$ cat config.mk
export PLATFORM = sky130hd
export DESIGN_NAME = press_classifier
export DESIGN_NICKNAME = d
export VERILOG_FILES = /design/src/rtl/press_fsm_pkg.sv /design/src/rtl/edge_detect.sv /design/src/rtl/press_classifier.sv
export SDC_FILE = /design/constraint.sdc
export NUM_CORES = 1
export LEC_CHECK = 0
export BUFFER_PORTS_ARGS = -buffer_cell sky130_fd_sc_hd__clkbuf_2
export CAP_MARGIN = 5
export CORE_ASPECT_RATIO = 0.75
export CORE_MARGIN = 3
export CORE_UTILIZATION = 40
export DETAILED_ROUTE_END_ITERATION = 12
export PLACE_DENSITY = 0.67
export SYNTH_ARGS = -nofsm -noshare
export SYNTH_HDL_FRONTEND = slang
export SYNTH_SLANG_ARGS = --single-unit
$ cat constraint.sdc
create_clock -name clk_i -period 2.35 [get_ports clk_i]
set_clock_uncertainty 0.15 [all_clocks]
set_input_delay 0.1175 -clock clk_i [delete_from_list [all_inputs] [get_ports clk_i]]
set_output_delay 0.1175 -clock clk_i [all_outputs]
set_load 0.02 [all_outputs]
$ cat src/rtl/press_fsm_pkg.sv
// Shared state encoding and parameter legality helpers for press_classifier.
package press_fsm_pkg;

    typedef enum logic [2:0] {
        StIdle       = 3'd0,
        StPressed    = 3'd1,
        StLongHeld   = 3'd2,
        StWaitGap    = 3'd3,
        StSecondHeld = 3'd4,
        StInvalid    = 3'd7
    } press_state_e;

    function automatic bit ticks_legal(input int unsigned ticks);
        return ticks >= 1;
    endfunction

    function automatic bit width_legal(input int unsigned width);
        return width >= 1;
    endfunction

    // Bits needed to hold 0..max_val, never less than one.
    function automatic int unsigned cnt_width(input int unsigned max_val);
        return (max_val < 2) ? 1 : $clog2(max_val + 1);
    endfunction

endpackage

$ cat src/rtl/edge_detect.sv
// Registers a synchronous level and derives rise/fall strobes, both as
// same-cycle combinational terms and as registered one-cycle pulses.
module edge_detect (
    input  logic clk_i,
    input  logic rst_i,
    input  logic sig_i,
    output logic rise_o,
    output logic fall_o,
    output logic rise_pulse_o,
    output logic fall_pulse_o
);

    logic sig_q;
    logic rise_q;
    logic fall_q;

    assign rise_o       = sig_i & ~sig_q;
    assign fall_o       = ~sig_i & sig_q;
    assign rise_pulse_o = rise_q;
    assign fall_pulse_o = fall_q;

    always_ff @(posedge clk_i) begin
        if (rst_i) begin
            sig_q  <= 1'b0;
            rise_q <= 1'b0;
            fall_q <= 1'b0;
        end else begin
            sig_q  <= sig_i;
            rise_q <= rise_o;
            fall_q <= fall_o;
        end
    end

endmodule

$ cat src/rtl/press_classifier.sv
// Times each debounced press in m_tick units and classifies it as short, long or double.
// Double-press detection is built only when PRESS_CLASSIFIER_DOUBLE_PRESS_EN is defined.
module press_classifier
    import press_fsm_pkg::*;
#(
    parameter int unsigned LONG_TICKS  = 20,
    parameter int unsigned GAP_TICKS   = 8,
    parameter int unsigned PRESS_CNT_W = 16
) (
    input  logic                   clk_i,
    input  logic                   rst_i,
    input  logic                   db_i,
    input  logic                   m_tick_i,
    output logic                   rise_o,
    output logic                   fall_o,
    output logic                   short_press_o,
    output logic                   long_press_o,
    output logic                   double_press_o,
    output logic                   busy_o,
    output logic [PRESS_CNT_W-1:0] press_cnt_o
);

    if (!ticks_legal(LONG_TICKS)) begin : g_long_chk
        $error("press_classifier: LONG_TICKS must be >= 1");
    end
    if (!ticks_legal(GAP_TICKS)) begin : g_gap_chk
        $error("press_classifier: GAP_TICKS must be >= 1");
    end
    if (!width_legal(PRESS_CNT_W)) begin : g_cnt_chk
        $error("press_classifier: PRESS_CNT_W must be >= 1");
    end

    localparam int unsigned DurW = cnt_width(LONG_TICKS);

    logic rise;
    logic fall;

    edge_detect u_edge_detect (
        .clk_i       (clk_i),
        .rst_i       (rst_i),
        .sig_i       (db_i),
        .rise_o      (rise),
        .fall_o      (fall),
        .rise_pulse_o(rise_o),
        .fall_pulse_o(fall_o)
    );

    press_state_e            state_q, state_d;
    logic [DurW-1:0]         dur_q, dur_d;
    logic                    short_q, short_d;
    logic                    long_q, long_d;
    logic                    double_d;
    logic                    busy_q;
    logic [PRESS_CNT_W-1:0]  press_cnt_q;

`ifdef PRESS_CLASSIFIER_DOUBLE_PRESS_EN
    localparam int unsigned GapW = cnt_width(GAP_TICKS);
    logic [GapW-1:0] gap_q, gap_d;
    logic            double_q;
`endif

    always_comb begin
        state_d  = StInvalid;
        dur_d    = rise ? '0 : dur_q;
        short_d  = 1'b0;
        long_d   = 1'b0;
        double_d = 1'b0;
`ifdef PRESS_CLASSIFIER_DOUBLE_PRESS_EN
        gap_d    = gap_q;
`endif
        unique case (state_q)
            StIdle: begin
                state_d = rise ? StPressed : StIdle;
            end
            StPressed: begin
                // A release beats a coincident threshold tick: the press stays short.
                if (fall) begin
`ifdef PRESS_CLASSIFIER_DOUBLE_PRESS_EN
                    state_d = StWaitGap;
                    gap_d   = '0;
`else
                    state_d = StIdle;
                    short_d = 1'b1;
`endif
                end else if (m_tick_i && (dur_q == DurW'(LONG_TICKS - 1))) begin
                    state_d = StLongHeld;
                    long_d  = 1'b1;
                end else begin
                    state_d = StPressed;
                    if (m_tick_i) begin
                        dur_d = dur_q + DurW'(1);
                    end
                end
            end
            StLongHeld: begin
                state_d = fall ? StIdle : StLongHeld;
            end
`ifdef PRESS_CLASSIFIER_DOUBLE_PRESS_EN
            StWaitGap: begin
                if (rise) begin
                    state_d  = StSecondHeld;
                    double_d = 1'b1;
                end else if (m_tick_i && (gap_q == GapW'(GAP_TICKS - 1))) begin
                    state_d = StIdle;
                    short_d = 1'b1;
                end else begin
                    state_d = StWaitGap;
                    if (m_tick_i) begin
                        gap_d = gap_q + GapW'(1);
                    end
                end
            end
            StSecondHeld: begin
                state_d = fall ? StIdle : StSecondHeld;
            end
`endif
            default: begin
                state_d = StIdle;
            end
        endcase
    end

    always_ff @(posedge clk_i) begin
        if (rst_i) begin
            state_q     <= StIdle;
            dur_q       <= '0;
            short_q     <= 1'b0;
            long_q      <= 1'b0;
            busy_q      <= 1'b0;
            press_cnt_q <= '0;
`ifdef PRESS_CLASSIFIER_DOUBLE_PRESS_EN
            gap_q       <= '0;
            double_q    <= 1'b0;
`endif
        end else begin
            state_q <= state_d;
            dur_q   <= dur_d;
            short_q <= short_d;
            long_q  <= long_d;
            busy_q  <= (state_d != StIdle);
            if (rise) begin
                press_cnt_q <= press_cnt_q + PRESS_CNT_W'(1);
            end
`ifdef PRESS_CLASSIFIER_DOUBLE_PRESS_EN
            gap_q    <= gap_d;
            double_q <= double_d;
`endif
        end
    end

    assign short_press_o = short_q;
    assign long_press_o  = long_q;
    assign busy_o        = busy_q;
    assign press_cnt_o   = press_cnt_q;

`ifdef PRESS_CLASSIFIER_DOUBLE_PRESS_EN
    assign double_press_o = double_q;
`else
    assign double_press_o = 1'b0;
    logic unused_double;
    assign unused_double = double_d;
`endif

endmodule

### Yosys cells after proc, flatten, opt, wreduce, memory -nomap -nowiden

Cells that the tools add are included.

| word-level totals | value |
|---|---|
| register bits after elaboration | 30 |
| latch bits | 0 |
| bits in writable memories | 0 |
| bits in read-only memories | 0 |
| input port bits | 4 |
| word-level logic and storage cells | 36 |
| memories kept | 0 |

| cells by class | value |
|---|---|
| add/subtract/negate cells | 2 |
| multiply operators | 0 |
| div/mod/pow operators | 0 |
| magnitude comparators | 0 |
| equal/unequal tests | 3 |
| shifts and indexed selects | 0 |
| muxes and demuxes | 12 |
| bitwise logic cells | 5 |
| reduce and logical (&&, ||, !) cells | 5 |

Operators by type and width:

| operator | count |
|---|---|
| 2-to-1 mux 5 bit | 5 |
| adder 16 x 1 -> 16 bit (second input constant) | 1 |
| 2-to-1 mux 2 bit | 3 |
| one-hot mux 2 bit (3 select lines) | 1 |
| adder 5 x 1 -> 5 bit (second input constant) | 1 |
| == test 5 bit (second input constant) | 1 |
| == test 3 x 1 -> 1 bit (second input constant) | 1 |
| == test 3 x 2 -> 1 bit (second input constant) | 1 |
| zero test 3 bit | 1 |
| 2-to-1 mux 1 bit | 3 |
| NOT 1 bit | 3 |
| nonzero test 3 bit | 1 |
| OR reduction 3 bit | 1 |
| AND 1 bit | 2 |
| OR reduction 2 bit | 1 |
| logical AND 1 bit | 1 |

### Longest topological paths before layout

| depth | value |
|---|---|
| depth after elaboration | 7 |
| depth in mapped cells | 5 |
| depth with buffers taken out | 5 |

### Hierarchy

A second synthesis with hierarchy kept.

| unflattened totals | value |
|---|---|
| cells, all modules | 146 |
| area total of the unflattened synthesis | 1355.0 µm² |

By module, submodules not included:

| module | times used | cells an instance | area an instance (µm²) |
|---|---|---|---|
| press_classifier | 1 | 138 | 1248.7 |
| edge_detect | 1 | 8 | 106.4 |

### Worst setup path after synthesis

No wires, ideal clock.

| timing path | value |
|---|---|
| path type | reg-to-reg |
| start point | register press_cnt_q[5], in the netlist press_cnt_o[5] |
| end point | register press_cnt_q[13], in the netlist press_cnt_o[13] |
| arrival time | 1.497 ns |
| slack | 0.580 ns |
| stages on the path, launching flop included | 5 |
| clock period less this slack | 1.770 ns |
| path through | dfxtp_1 -> nand4_4 -> nor4_4 -> nand3_1 -> mux2_1 |

| between the ends | value |
|---|---|
| longest elaborated chain between the ends | 1 |

Ends and longest elaborated chain:

| item | RTL line | source |
|---|---|---|
| from (decl) | press_classifier.sv:54 | `logic [PRESS_CNT_W-1:0] press_cnt_q;` |
| from (signal assigned) | press_classifier.sv:142 | `press_cnt_q <= press_cnt_q + PRESS_CNT_W'(1);` |
| adder 16 x 1 -> 16 bit | press_classifier.sv:142 |  |

Every way passes these cells.
A chain may end at the register's enable or synchronous reset.

### Worst setup path in the final report

| timing path | value |
|---|---|
| start point | register press_cnt_q[0], in the netlist press_cnt_o[0] |
| end point | register press_cnt_q[14], in the netlist press_cnt_o[14] |

Same word-level chain as after synthesis.

==> key figures <==
Timing
  • Setup TNS Final: 0 ns
  • Tcrit/Tclk final: 76.0%
  • F_max: 560 MHz
  • Slew @ Worst Pin: 0.584 ns
  • Fin. Hold Viols: 0
  • Final setup violation count: 0
  • RSZ-0062 raised after global routing: no
  • Tmin final: 1.79 ns
  • Final hold slack: 0.0378 ns
  • Max-slew violations: 0
  • Slew headroom: 61.1%
  • Final worst-path setup slack: 0.564 ns

Clock network
  • CTS sink cnt: 29
  • PostCTS Resize Cnt: 0
  • Total clock buffers created by CTS: 5
  • H-tree levels: 2
  • Clk_lat worst skew: 0.27 ns
  • # hold bufs at CTS: 0
  • Postcts setup bufs: 0
  • CTS tree: done
  • Clock slew at reported path FFs: 0.06 ns
  • Root Driver: clkbuf_8
  • Clock Tree Buf Depth: 2

Route
  • DRT antenna net count: 0
  • Post-DR vias/cell: 5.16
  • Vias: 1083
  • Iter 0 DRT Violations: 55
  • DR DRC count: 0
  • Routed WL: 2600 microns
  • DRT Pass-1 Iters: 4
  • Routed len/inst: 12.4 microns

Global route
  • Initial antenna violation count: 0
  • First-pass GRT wire length: 4460 microns
  • Largest net degree at the start of global routing: 31
  • Vias in the first global route: 982
  • Overflow after GRT: 0
  • GRT Total Usage: 13.8%

Floorplan
  • Core area: 3060 sq um
  • Cell Rows: 17
  • Die H: 56.1 microns
  • I/O pin cnt: 26
  • Width of the die: 72.8 microns
  • Die area: 4090 sq um
  • Initial Utilization: 43.7%

Pwr
  • Lkg Pwr: 0.689 nW
  • Worst VDD drop: 469 uV
  • Net load switching power: 227 uW
  • Pint: 867 uW
  • Sw Ratio: 20.7%
  • Sequential Power Share: 47.0%
  • Combinational share of power: 5.4%
  • Clock network fraction of design power: 47.6%
  • P per Cell Area: 688 nW/um^2

Critical path
  • R2r setup slk: 0.56 ns
  • WP data arrival: 1.77 ns
  • Crit path from: press_cnt_o[0]
  • R2r endpoint: press_cnt_o[14]
  • R2R Path Start: press_cnt_o[0]
  • CP Class: flop to flop
  • CP Data Required Time: 2.33 ns
  • Critical Path Source Type: flop
  • Worst Setup EP: press_cnt_o[14]
  • Largest fanout on the critical path: 7
  • R2r worst-path depth: 5
  • Worst Setup End Kind: flop

Synthesis
  • Cell count after synthesis: 146
  • Syn_area_per_cell: 9.18 sq um
  • Seq/Total Area, Yosys: 43.3%
  • Post-synth EDFFs: 0
  • Synthesized Nets: 152
  • Yosys synthesis warning count: 0
  • Post-synth ARST share: 0%
  • Unique cell type count in the Yosys netlist: 39
  • #FFs+latches synth: 29
  • Ys flop type: dfxtp_1
  • Mapped cell area: 1340 sq um

Finish
  • # diodes: 0
  • Layout cell share with drive strength beyond 1: 23.8%
  • Final Util: 51.9%
  • Fillers: 302
  • Final nets: 177
  • P&R area growth vs syn: 18.7%

Worst hold path
  • Hold WC Path Type: primary input to flop

Placement
  • Pre-CTS setup slack: 0.563 ns
  • PortBufs: 24
  • Dpl hpwl: 1860 microns
  • Placer Congestion: 0.804

Status
  • Outcome: complete, no violations

Flow run
  • Max Cap Viol: 0
worst min path at each step:
stage	start	end	slack, ns	cells after the start
after floorplan	rst_i	dur_q[4]	0.19	2
after global placement	m_tick_i	long_press_o	0.31	4
after detailed placement	m_tick_i	long_press_o	0.31	4
after CTS	m_tick_i	long_press_o	0.03	4
after global routing	m_tick_i	long_press_o	0.04	4
final	m_tick_i	long_press_o	0.04	4
routing by layer:
| metal | GRT usage, % | up-vias | share of wire [%] |
|---|---|---|---|
| li1 | - | 553 | - |
| met1 | 18.7 | 503 | 52 |
| met2 | 19.5 | 25 | 42 |
| met3 | 5.78 | 2 | 5.7 |
| met4 | 4.47 | 0 | 0.27 |
| met5 | 0 | - | 0 |
layout by cell type, fill, tap and decap left out, drive strengths merged, types with 3 or more instances in the layout:
master / Yosys / final
a21oi: 7 / 7
and3: 4 / 4
clkbuf: 3 / 31
dfxtp: 29 / 29
inv: 3 / 3
mux2: 3 / 3
nand2: 11 / 11
nand3: 7 / 7
nand4: 5 / 5
nor2: 21 / 21
nor2b: 3 / 3
nor3: 4 / 4
nor4: 5 / 5
o21ai: 5 / 5
xnor2: 9 / 9
state kept, by name, summed over array words and instances, names as in the netlist:
signal                      count
busy_o                          1
dur_q                           5
long_press_o                    1
press_cnt_o                    16
short_press_o                   1
state_q                         2
u_edge_detect.fall_pulse_o      1
u_edge_detect.rise_pulse_o      1
u_edge_detect.sig_q             1
area by class of cell:
cell class              count  area [sq um]  share of cell area [%]
multi-input cells         108           714                    44.9
inverters                   3          11.3                   0.708
clock inverters             1          30.0                    1.89
flip-flops and latches     29           581                    36.5
well taps                  38          47.5                    2.99
clock buffers               7          86.3                    5.43
repair buffers             24           120                    7.55
cell usage after synthesis, drive strengths merged (2+ instances only):
| cell type | instances | area (sq um) |
|---|---|---|
| xor2 | 2 | 17.5 |
| buf | 3 | 22.5 |
| a31oi | 2 | 12.5 |
| inv | 3 | 11.3 |
| ha | 2 | 25.0 |
| and3 | 4 | 26.3 |
| nand3 | 7 | 35.0 |
| nor4 | 5 | 61.3 |
| o21ai | 5 | 25.0 |
| nand2 | 11 | 43.8 |
| xnor2 | 9 | 78.8 |
| nor3 | 4 | 20.0 |
| and2b | 2 | 15.0 |
| nand2b | 2 | 12.5 |
| clkbuf | 3 | 11.3 |
| a21oi | 7 | 35.0 |
| nand4 | 5 | 46.3 |
| mux2i | 2 | 20.0 |
| mux2 | 3 | 33.8 |
| nor2b | 3 | 18.8 |
| dfxtp | 29 | 581 |
| nor2 | 21 | 78.8 |
| nand3b | 2 | 18.8 |
cells by family (layout without fill, tap and decap cells):
family	Yosys count	after routing	synth area share, %
muxes	5	5	4.01
buffers and inverters	9	35	3.36
and+or+nand+nor	73	73	33.3
AOI/OAI and AO/OA	16	16	6.63
adders and majority gates	2	2	1.87
xor gates and xnor gates	11	11	7.19
DFF	29	29	43.3
other	1	1	0.280
power groups by stage:
stage / sequential (mW) / clock, mW / combinational [mW]
finish: 0.514 / 0.521 / 0.0588
global route: 0.515 / 0.562 / 0.0660
floorplan: 0.528 / 0 / 0.0405
CTS: 0.514 / 0.535 / 0.0594
global placement: 0.523 / 0 / 0.0574
detailed placement: 0.525 / 0 / 0.0590
critical path, stage by stage (launching register included):
cell	delay (ns)
dfxtp_1	0.46
ha_1	0.21
nand3b_2	0.18
nor4_4	0.40
a31o_2	0.20
a21oi_1	0.05
metrics by stage:
stage / instances / cell area (sq um) / total power [mW]
CTS: 210 / 1590 / 1.11
floorplan: 146 / 1340 / 0.569
global route: 210 / 1590 / 1.14
detailed placement: 202 / 1470 / 0.584
finish: 210 / 1590 / 1.09
global placement: 202 / 1470 / 0.581
Note: power is estimated with default switching activity, not from simulation.
